<file path="config.mk">
export PLATFORM = sky130hd
export DESIGN_NAME = decoder_hold_flat
export DESIGN_NICKNAME = d
export VERILOG_FILES = /design/src/rtl/decoder_pkg.sv /design/src/rtl/decoder_hold_if.sv /design/src/rtl/decoder_hold_dec2to4.sv /design/src/rtl/decoder_hold.sv /design/src/flat_wrapper.sv
export SDC_FILE = /design/constraint.sdc
export NUM_CORES = 1
export LEC_CHECK = 0
export CORE_MARGIN = 2
export CORE_UTILIZATION = 45
export CTS_CLUSTER_DIAMETER = 50
export DETAILED_ROUTE_END_ITERATION = 10
export PLACE_DENSITY = 0.79
export SLEW_MARGIN = 20
export SYNTH_ARGS = -nofsm -noshare
export SYNTH_HDL_FRONTEND = slang
export SYNTH_HIERARCHICAL = 1
export SYNTH_SLANG_ARGS = --single-unit
</file>
<file path="constraint.sdc">
create_clock -name clk -period 1.62 [get_ports clk]
set_input_delay 0.405 -clock clk [delete_from_list [all_inputs] [get_ports clk]]
set_output_delay 0.405 -clock clk [all_outputs]
set_load 0.005 [all_outputs]
</file>
<file path="src/rtl/decoder_pkg.sv">
// Shared definitions for the decoder_hold slice.
// Contents: FSM state type (IDLE/HOLD) and the 2-bit code values that
// map onto the one-hot output lines w/x/y/z.
package decoder_pkg;

  typedef enum logic {
    IDLE = 1'b0,
    HOLD = 1'b1
  } state_t;

  localparam logic [1:0] CODE_W = 2'b00;
  localparam logic [1:0] CODE_X = 2'b01;
  localparam logic [1:0] CODE_Y = 2'b10;
  localparam logic [1:0] CODE_Z = 2'b11;

endpackage

</file>
<file path="src/rtl/decoder_hold_if.sv">
// Code-input handshake bundle for decoder_hold.
// Signals: in_valid (source -> decoder), in_ready (decoder -> source),
//          e1/e0 (2-bit code), p (even-parity bit, only when
//          DECODER_PARITY_EN is defined).
// Modports: master = code source, slave = decoder.
interface decoder_hold_if;

  logic in_valid;
  logic in_ready;
  logic e0;
  logic e1;
`ifdef DECODER_PARITY_EN
  logic p;

  modport master (output in_valid, output e0, output e1, output p, input in_ready);
  modport slave  (input in_valid, input e0, input e1, input p, output in_ready);
`else
  modport master (output in_valid, output e0, output e1, input in_ready);
  modport slave  (input in_valid, input e0, input e1, output in_ready);
`endif

endinterface

</file>
<file path="src/rtl/decoder_hold_dec2to4.sv">
// dec2to4: purely combinational 2-bit code to one-hot decode.
// Ports: code  in  2  code {e1,e0}
//        onehot out 4 one-hot line select, bit0=w, bit1=x, bit2=y, bit3=z
module dec2to4
  import decoder_pkg::*;
(
  input  logic [1:0] code,
  output logic [3:0] onehot
);

  always_comb begin
    onehot = 4'b0000;
    case (code)
      CODE_W:  onehot = 4'b0001;
      CODE_X:  onehot = 4'b0010;
      CODE_Y:  onehot = 4'b0100;
      CODE_Z:  onehot = 4'b1000;
      default: onehot = 4'b0000;
    endcase
  end

endmodule

</file>
<file path="src/rtl/decoder_hold.sv">
// decoder_hold: clocked 2-to-4 decoder with valid/ready handshake. Each
// accepted code raises exactly one of w/x/y/z for HOLD_CYCLES cycles.
// A new code may be accepted on the last held cycle, so consecutive codes
// produce contiguous strobes with no gap.
// Ports: clk, rst_n (async active-low), bus (decoder_hold_if.slave:
//        in_valid/in_ready/e1/e0[/p]), w/x/y/z one-hot strobes, busy,
//        err (parity-error pulse, only with DECODER_PARITY_EN).
// Optional feature macro: DECODER_PARITY_EN (adds p input and err output).
module decoder_hold
  import decoder_pkg::*;
#(
  parameter int HOLD_CYCLES = 4,
  parameter int CNT_W       = 8
) (
  input  logic           clk,
  input  logic           rst_n,
  decoder_hold_if.slave  bus,
  output logic           w,
  output logic           x,
  output logic           y,
  output logic           z,
`ifdef DECODER_PARITY_EN
  output logic           err,
`endif
  output logic           busy
);

  localparam logic [CNT_W-1:0] RELOAD = CNT_W'(HOLD_CYCLES - 1);

  state_t           state_reg, state_next;
  logic [CNT_W-1:0] cnt_reg, cnt_next;
  logic [3:0]       onehot_reg, onehot_next;
  logic [3:0]       dec_onehot;
  logic             in_ready_int;
  logic             xfer;
  logic             code_ok;

  dec2to4 u_dec (
    .code   ({bus.e1, bus.e0}),
    .onehot (dec_onehot)
  );

  // cnt is 0 whenever we are IDLE, but keep the state test explicit.
  assign in_ready_int = (state_reg == IDLE) || (cnt_reg == '0);
  assign xfer         = bus.in_valid && in_ready_int;

`ifdef DECODER_PARITY_EN
  // Even parity: p must equal e1 ^ e0 for the code to be decoded.
  assign code_ok = (bus.p == (bus.e1 ^ bus.e0));

  logic err_reg;

  always_ff @(posedge clk or negedge rst_n) begin
    if (!rst_n) err_reg <= 1'b0;
    else        err_reg <= xfer && !code_ok;
  end

  assign err = err_reg;
`else
  assign code_ok = 1'b1;
`endif

  // State register
  always_ff @(posedge clk or negedge rst_n) begin
    if (!rst_n) begin
      state_reg  <= IDLE;
      cnt_reg    <= '0;
      onehot_reg <= '0;
    end else begin
      state_reg  <= state_next;
      cnt_reg    <= cnt_next;
      onehot_reg <= onehot_next;
    end
  end

  // Next-state logic
  always_comb begin
    state_next  = state_reg;
    cnt_next    = cnt_reg;
    onehot_next = onehot_reg;
    case (state_reg)
      IDLE: begin
        // A bad-parity code is consumed but leaves us IDLE.
        if (xfer && code_ok) begin
          state_next  = HOLD;
          onehot_next = dec_onehot;
          cnt_next    = RELOAD;
        end
      end
      HOLD: begin
        if (cnt_reg != '0) begin
          cnt_next = cnt_reg - CNT_W'(1);
        end else if (xfer && code_ok) begin
          // Back-to-back reload: switch lines on this edge, no gap cycle.
          onehot_next = dec_onehot;
          cnt_next    = RELOAD;
        end else begin
          state_next  = IDLE;
          onehot_next = '0;
        end
      end
      default: begin
        state_next  = IDLE;
        onehot_next = '0;
        cnt_next    = '0;
      end
    endcase
  end

  // Outputs: decoded directly from registers
  always_comb begin
    w            = onehot_reg[0];
    x            = onehot_reg[1];
    y            = onehot_reg[2];
    z            = onehot_reg[3];
    busy         = (state_reg == HOLD);
    bus.in_ready = in_ready_int;
  end

endmodule

</file>
<file path="src/flat_wrapper.sv">
// flat-port wrapper written by rule: the top's interface ports become plain ports
module decoder_hold_flat import decoder_pkg::*;
#(
  parameter int HOLD_CYCLES = 4,
  parameter int CNT_W       = 8
)
  (clk, rst_n, w, x, y, z, busy, bus_in_valid, bus_e0, bus_e1, bus_in_ready);
  decoder_hold_if bus_i ();
  input  logic clk;
  input  logic rst_n;
  output logic w;
  output logic x;
  output logic y;
  output logic z;
  output logic busy;
  input wire logic [$bits(bus_i.in_valid)-1:0] bus_in_valid;
  input wire logic [$bits(bus_i.e0)-1:0] bus_e0;
  input wire logic [$bits(bus_i.e1)-1:0] bus_e1;
  output wire logic [$bits(bus_i.in_ready)-1:0] bus_in_ready;
  assign bus_i.in_valid = bus_in_valid;
  assign bus_i.e0 = bus_e0;
  assign bus_i.e1 = bus_e1;
  assign bus_in_ready = bus_i.in_ready;
  decoder_hold #(.HOLD_CYCLES(HOLD_CYCLES), .CNT_W(CNT_W)) u_core (.clk(clk), .rst_n(rst_n), .bus(bus_i), .w(w), .x(x), .y(y), .z(z), .busy(busy));
endmodule
</file>
## Word-level counts from Yosys, hierarchy flattened

Cells that the tools add are included.

- Flip-flop bits (word level): 13
- Input bits: 5
- Output and inout bits: 6

- Add/subtract/negate cells: 1
- Eq/ne operators: 5
- Multiplexer cells: 11
- Bitwise operators: 1
- Reductions and logical operators: 6

Operator list:

| kind | number |
|---|---|
| $mux W8 | 2 |
| $pmux W4 S4 | 1 |
| $pmux W8 S2 | 1 |
| $mux W4 | 3 |
| $logic_not A8 Y1 | 1 |
| $pmux W4 S2 | 1 |
| $reduce_bool A8 Y1 | 1 |
| $sub A8 B1 Y8 const B | 1 |
| $eq A2 B2 Y1 const B | 2 |
| $eq A2 B1 Y1 const B | 1 |
| $logic_not A2 Y1 | 1 |
| $mux W1 | 2 |
| $ne A2 B1 Y1 const B | 1 |
| $ne A2 B2 Y1 const B | 1 |
| $pmux W1 S2 | 1 |
| $reduce_and A2 Y1 | 1 |
| $logic_and A1 B1 Y1 | 1 |
| $logic_or A1 B1 Y1 | 1 |
| $not A1 Y1 | 1 |

## Depth between registers and ports, before layout

Gate-level depths: netlist (run 1).

- Depth in word-level cells: 6
- Mapped depth: 6
- Depth with buffers taken out: 5

## Modules after synthesis

The synthesis (run 1) kept the hierarchy.

Modules (own cells, without submodules):

| module | instances | cells an instance | area each (um^2) | sequential area each (um^2) |
|---|---|---|---|---|
| decoder_hold | 1 | 62 | 651.9 | 325.3 |
| dec2to4 | 1 | 4 | 26.3 | 0.0 |

## Least setup slack after synthesis (run 1)

Ideal clock, no wire load.

- Kind: flip-flop to output port
- From: register u_core.cnt_reg[5]
- To: output port bus_in_ready
- Arrival: 1150 ps
- Data required time: 1215 ps
- Slack: 65 ps
- Cell stages (with the launch flop): 5
- Buffers on the path: 1
- Cell sequence: dfrtp_1 nor4_4 a31oi_2 buf_6 inv_1

- Longest elaborated chain between the ends: 2

RTL lines:

| item | line | source |
|---|---|---|
| start, declared | decoder_hold.sv:31 | `logic [CNT_W-1:0] cnt_reg, cnt_next;` |
| start signal, assigned | decoder_hold.sv:71 | `cnt_reg <= cnt_next;` |
| $logic_not A8 Y1 | decoder_hold.sv:44 | `assign in_ready_int = (state_reg == IDLE) \|\| (cnt_reg == '0);` |
| $logic_or A1 B1 Y1 | decoder_hold.sv:44 |  |
| end, declared | flat_wrapper.sv:19 | `output wire logic [$bits(bus_i.in_ready)-1:0] bus_in_ready;` |

No other way between the ends.

## Final worst setup path (run 1)

Ends and elaborated chain as after synthesis.

==> results of run 1 <==
[cell families (layout without fill, tap and decap cells)]
family / Yosys count / count (layout) / share of synthesized area [%]
flops: 13 / 13 / 48.0
compound gates: 19 / 19 / 20.7
fa+ha+maj: 1 / 1 / 1.84
buf+inv: 7 / 36 / 4.98
simple gates: 26 / 26 / 24.5
[worst paths after layout]
path                                                          to                             start  slack [ns]
worst max-delay path                                bus_in_ready       u_core/cnt_reg[5]$_DFF_PN0_        -0.1
worst min-delay path                 u_core/cnt_reg[0]$_DFF_PN0_                             rst_n        0.42
worst max register to register       u_core/cnt_reg[4]$_DFF_PN0_       u_core/cnt_reg[5]$_DFF_PN0_       -0.01
worst min register to register  u_core/onehot_reg[3]$_DFFE_PN0P_  u_core/onehot_reg[3]$_DFFE_PN0P_        0.50
max in group asynchronous            u_core/cnt_reg[2]$_DFF_PN0_                             rst_n        1.04
min in group clk                u_core/onehot_reg[3]$_DFFE_PN0P_  u_core/onehot_reg[3]$_DFFE_PN0P_        0.50
[per-layer routing]
layer / wire length (um) / share of wire, % / vias to the layer above
met1: 601 / 43 / 267
met2: 693 / 49 / 18
met4: 23 / 1.6 / 0
met3: 93 / 6.6 / 2
li1: - / - / 299
met5: 0 / 0 / -
[critical path, delay by kind of cell (launching register included)]
family	cells	cell delay (ns)
flip-flops	1	0.41
AND/OR/NAND/NOR	1	0.31
buffers and inverters	2	0.17
AO/OA/AOI/OAI	1	0.15
[per-stage QoR]
stage / hold slack [ns] / setup TNS, ns / power (mW) / utilization [%]
CTS: 0.423 / -0.183 / 1.54 / 63.9
global placement: 0.483 / -0.164 / 1.31 / 61.6
floorplan: 0.109 / 0 / 0.973 / -
global route: 0.430 / -0.464 / 1.68 / 64.5
finish: 0.420 / -0.135 / 1.55 / 64.5
detailed placement: 0.481 / -0.164 / 1.33 / 61.6
[timing repair]
item                       4_1_cts  5_1_grt
gates resized for setup          7        0
hold buffers                     0        0
buffers inserted                 2        1
cloned                           0        0
setup endpoints to repair        7        7
pin swaps                        2        1
[power breakdown]
| part | switching, mW | internal, mW |
|---|---|---|
| clock network | 0.104 | 0.0956 |
| registers | 0.0874 | 0.448 |
| logic | 0.363 | 0.455 |
[layout make-up]
class	count	share of cell area (%)
Sequential cell	13	34.7
Multi-Input combinational cell	46	34.3
Timing Repair Buffer	27	24.0
Clock buffer	4	2.80
Tap cell	16	2.14
Inverter	5	2.00
[cells in the final DEF, fill, tap and decap left out, types with 2 or more instances in the layout]
cell             count
o21ai_0              4
clkbuf_4             3
clkdlybuf4s50_1      8
nand2_1              2
dfrtp_1             13
a22o_1               5
nor2_1               5
buf_4               16
a311o_1              2
nor2b_1              3
nor3b_1              4
a21oi_1              4
or2_4                2
nor3_1               4
inv_1                5
==> impl_metrics.csv, run 1 <==
group,metric,value,unit
logic_synthesis,synth.distinct_cells,26,
timing,max_freq,0.582,GHz
critical_path,critPathMaxStageDelay,0.41,ns
grt,grt_util_met3,2.55,%
grt,busiest_layer,"met2",
logic_synthesis,synth_common_cells,"13 x dfrtp_1, 5 x a22o_1, 5 x inv_1, 5 x nor2_1",
cells_and_area,largest_reg_flops,8,
cells_and_area,antenna_cells,0,
pwr,pwr_density_cell,1660,nW/um^2
critical_path,path_max_fanout,2,
grt,use_met1,20.1,%
logic_synthesis,async_reset_ff_share,100,%
route,first_pass_iters,4,
critical_path,endpoint_kind,"output port",
critical_path,worstSetupPathType,"flip-flop to output port",
route,first_iter_violations,18,
route,drt-total-wl,1410,um
timing,setup_viol,6,
logic_synthesis,syn_avg_cell_area,10.3,um^2
grt,grt_pass1_wl,2350,um
grt,grtUsageMet2,31.8,%
cells_and_area,nFillCells,130,
floorplanning,io-pin-count,11,
route,drcViolationCount,0,
run_status,status,"finished with violations",
cells_and_area,final-seq-area,325,um^2
floorplanning,rows,14,
route,routed_via_density,5.28,
grt,grt_util_all_layers,17.8,%
cells_and_area,nets,102,
grt,antenna_found_initial,0,
timing,setup_ws,-0.0987,ns
logic_synthesis,synth.most_common_cell,"dfrtp_1",
logic_synthesis,yosysSeqAreaShare,48.0,%
critical_path,critical_path_arrival,1.31,ns
cells_and_area,multi_input_area,322,um^2
floorplanning,die_width,42.8,um
timing,finalHoldViolations,0,
place,port_buffers,10,
cts,cts.sinks,13,
logic_synthesis,ys_ff_latch,13,
timing,tightest_slew,0.308,ns
floorplanning,die_y,42.8,um
place,dpl.cell_count,105,
place,gp_congestion,0.795,
logic_synthesis,synth_ff_type,"dfrtp_1",
cts,tritoncts,"built",
cts,cts_inserted_buffers,3,
cts,cts_max_level,1,
critical_path,worstPathCellList,"nor4_4 -> a31oi_2 -> inv_1 -> buf_2",
critical_path,critPathLaunchType,"flip-flop",
timing,period_share,106,%
min_path,hp-class,"input port to async pin",
cells_and_area,postLayoutCellArea,937,um^2
job,max_cap_viol_count,0,
grt,grt_start_max_net_pins,14,
cells_and_area,fin_cells,111,
cells_and_area,area_delta_synth_final,38.2,%
route,detailroute.via_count,586,
grt,overflow,0,
run_status,violations,"negative setup slack",
cts,worstSkewPairLatency,0.28,ns
floorplanning,coreArea,1450,um^2
logic_synthesis,synth_largest_area_cell,"dfrtp_1",
timing,slew_viol_final,0,
place,dp_hpwl,1040,um
route,wl_per_cell,12.7,um
grt,grt_pass1_vias,549,
critical_path,slowest_stage,"dfrtp_1",
critical_path,r2r_cells,5,
timing,relSlewSlack,79.3,%
logic_synthesis,synth.top_cell.area_share,48.0,%
logic_synthesis,ys_top_cells_by_area,"dfrtp_1 48%, a22o_1 6.5%, nor3b_1 4.4%",
logic_synthesis,synth-edff-count,0,
pwr,leakage,0.427,nW
timing,grt_setup_unrepaired,"true",
place,place_area,896,um^2
pwr,peakVddDrop,0.000848,V
floorplanning,start_util,46.6,%
logic_synthesis,yosys_warnings,6,
cts,cts_root_buffer,"clkbuf_4",
place,post-place-ws,-0.164,ns
timing,clock_skew,0.000937,ns
logic_synthesis,syn-num-nets,72,
logic_synthesis,netlist_area,678,um^2
route,drt.antenna.violating_nets,0,
floorplanning,die_area,1830,um^2
cts,clk_path_buf_depth,2,
cells_and_area,layout-drive-gt1-share,29.5,%
critical_path,required,1.21,ns
logic_synthesis,synthCells,66,
cts,clk_pin_slew_worst_paths,0.07,ns
timing,finalCriticalPeriod,1.72,ns
No activity file was read; power rests on OpenSTA's default activity.
==> run 2, diff against run 1 <==
CORE_UTILIZATION = 52   (was 45)
CTS_CLUSTER_SIZE = 16   (was unset)
DONT_BUFFER_PORTS = 1   (was unset)
PLACE_DENSITY = 0.77   (was 0.79)
==> run 2 against run 1 <==
Effect of this change: the flow still finishes with violations (negative setup slack); via count decreased by 0.51%; global-route usage increased by 5.1 points; non-clock buffer count decreased by 15; clock-buffer cell count unchanged; highest routed layer unchanged.
==> impl_metrics.csv, run 2 (synthesized netlist as in run 1, its figures left out) <==
group,metric,value,unit
floorplanning,rows,13,
place,gp_congestion,0.788,
critical_path,path_max_fanout,6,
cells_and_area,layout_common_cells,"11 x buf_4, 11 x dfrtp_1, 5 x nor2_1, 5 x a22o_1",
timing,max_freq,0.586,GHz
timing,relSlewSlack,62.7,%
critical_path,critPathLaunchType,"flip-flop",
grt,overflow,0,
cts,worstSkewPairLatency,0.27,ns
critical_path,critical_path_arrival,1.85,ns
cts,cts_root_buffer,"clkbuf_4",
route,wl_per_cell,16.2,um
cells_and_area,multi_input_area,335,um^2
cts,cts.sinks,13,
timing,setup_ws,-0.0852,ns
cells_and_area,nFillCells,90,
cells_and_area,nets,87,
route,first_pass_iters,4,
grt,grt_pass1_vias,532,
grt,grt_util_all_layers,22.9,%
run_status,status,"finished with violations",
pwr,leakage,0.359,nW
route,drt.antenna.violating_nets,0,
cts,cts_inserted_buffers,3,
cells_and_area,largest_reg_flops,8,
timing,finalCriticalPeriod,1.71,ns
route,detailroute.via_count,583,
timing,finalHoldViolations,0,
critical_path,worstSetupStartpoint,"u_core/cnt_reg[5]$_DFF_PN0_",
place,dp_hpwl,1030,um
cells_and_area,area_delta_synth_final,20.8,%
critical_path,rr_startpoint,"u_core/cnt_reg[5]$_DFF_PN0_",
cells_and_area,layout-drive-gt1-share,31.3,%
floorplanning,io-pin-count,11,
place,port_buffers,0,
route,routed_via_density,6.14,
min_path,hp-class,"input port to flip-flop",
floorplanning,coreArea,1250,um^2
route,first_iter_violations,19,
critical_path,endpoint_kind,"flip-flop",
timing,slew_viol_final,0,
pwr,peakVddDrop,0.000961,V
timing,grt_setup_unrepaired,"true",
cells_and_area,final-seq-area,328,um^2
cells_and_area,antenna_cells,0,
cts,clk_pin_slew_worst_paths,0.07,ns
job,max_cap_viol_count,0,
cts,tritoncts,"built",
timing,setup_viol,7,
min_path,holdCritStartpoint,"bus_in_valid",
timing,tightest_slew,0.558,ns
route,drcViolationCount,0,
cts,cts_max_level,1,
grt,grt_pass1_wl,2380,um
run_status,violations,"negative setup slack",
floorplanning,die_width,40.1,um
floorplanning,die_area,1610,um^2
floorplanning,start_util,54.1,%
grt,antenna_found_initial,0,
route,drt-total-wl,1540,um
pwr,pwr_density_cell,1830,nW/um^2
grt,grt_start_max_net_pins,14,
cells_and_area,fin_util,65.4,%
timing,period_share,105,%
critical_path,required,1.77,ns
timing,clock_skew,0.00617,ns
critical_path,worstSetupPathType,"flip-flop to flip-flop",
pwr,power.total,1.50,mW
critical_path,r2r_setup_slack,-0.09,ns
floorplanning,die_y,40.1,um
cts,clk_path_buf_depth,2,
==> run 2: cell count changes in the layout (fill, tap and decap cells not counted), sizes merged <==
cell | before | now
dlygate4sd2 | 1 | 0
clkdlybuf4s50 | 8 | 0
dlygate4sd3 | 0 | 1
buf | 18 | 11
==> run 2: per-stage QoR <==
| step | setup slack, ns | cells | cell area, um^2 | hold slack [ns] | setup TNS, ns |
|---|---|---|---|---|---|
| 2_1_floorplan | 0.0653 | 66 | 678 | 0.109 | 0 |
| 3_3_place_gp | 0.0629 | 86 | 734 | 0.110 | 0 |
| 3_5_place_dp | 0.00726 | 86 | 734 | 0.110 | 0 |
| 4_1_cts | -0.0637 | 95 | 813 | 0.275 | -0.190 |
| 5_1_grt | -0.150 | 95 | 820 | 0.264 | -0.863 |
| 6_report | -0.0852 | 95 | 820 | 0.278 | -0.415 |
==> run 2: worst max-delay path: stages (launching register included) <==
cell	delay, ns
dfrtp_2	0.44
nor4_4	0.38
a31oi_4	0.14
buf_4	0.18
nor3b_1	0.14
a311o_1	0.31
==> run 2: final timing paths <==
kind,end,cells past startpoint
setup / recovery,u_core/cnt_reg[5]$_DFF_PN0_,5
hold / removal,u_core/busy$_DFF_PN0_,1
setup reg to reg,u_core/cnt_reg[5]$_DFF_PN0_,5
hold reg to reg,u_core/cnt_reg[6]$_DFF_PN0_,1
max in group asynchronous,u_core/cnt_reg[5]$_DFF_PN0_,1
min in group asynchronous,u_core/cnt_reg[0]$_DFF_PN0_,1
==> run 2: routing by layer <==
layer,up-vias,part of all wire [%],GRT usage (%)
met2,20,53,39.5
met1,289,42,28.1
met5,-,0,0
met4,0,0.91,6.03
met3,4,4.2,5.56
li1,270,-,-
==> run 2: area by class of cell <==
type	instances	area share, %
Multi-Input combinational cell	46	40.9
Sequential cell	13	40.0
Timing Repair Buffer	12	11.3
Clock buffer	4	3.21
Inverter	5	2.29
Tap cell	15	2.29
==> run 2: report_power, final <==
group | internal [mW] | total [mW] | switching, mW
Sequential | 0.453 | 0.571 | 0.118
Combinational | 0.369 | 0.731 | 0.362
Clock | 0.0952 | 0.193 | 0.0981
Total | 0.917 | 1.50 | 0.579
==> run 2: repair_timing <==
| item | CTS | global route |
|---|---|---|
| hold buffers | 1 | 0 |
| pin swaps | 2 | 2 |
| setup buffers | 4 | 0 |
| setup endpoints to repair | 3 | 10 |
| gates resized for setup | 4 | 3 |
| endpoints found under the hold margin | 13 | 0 |
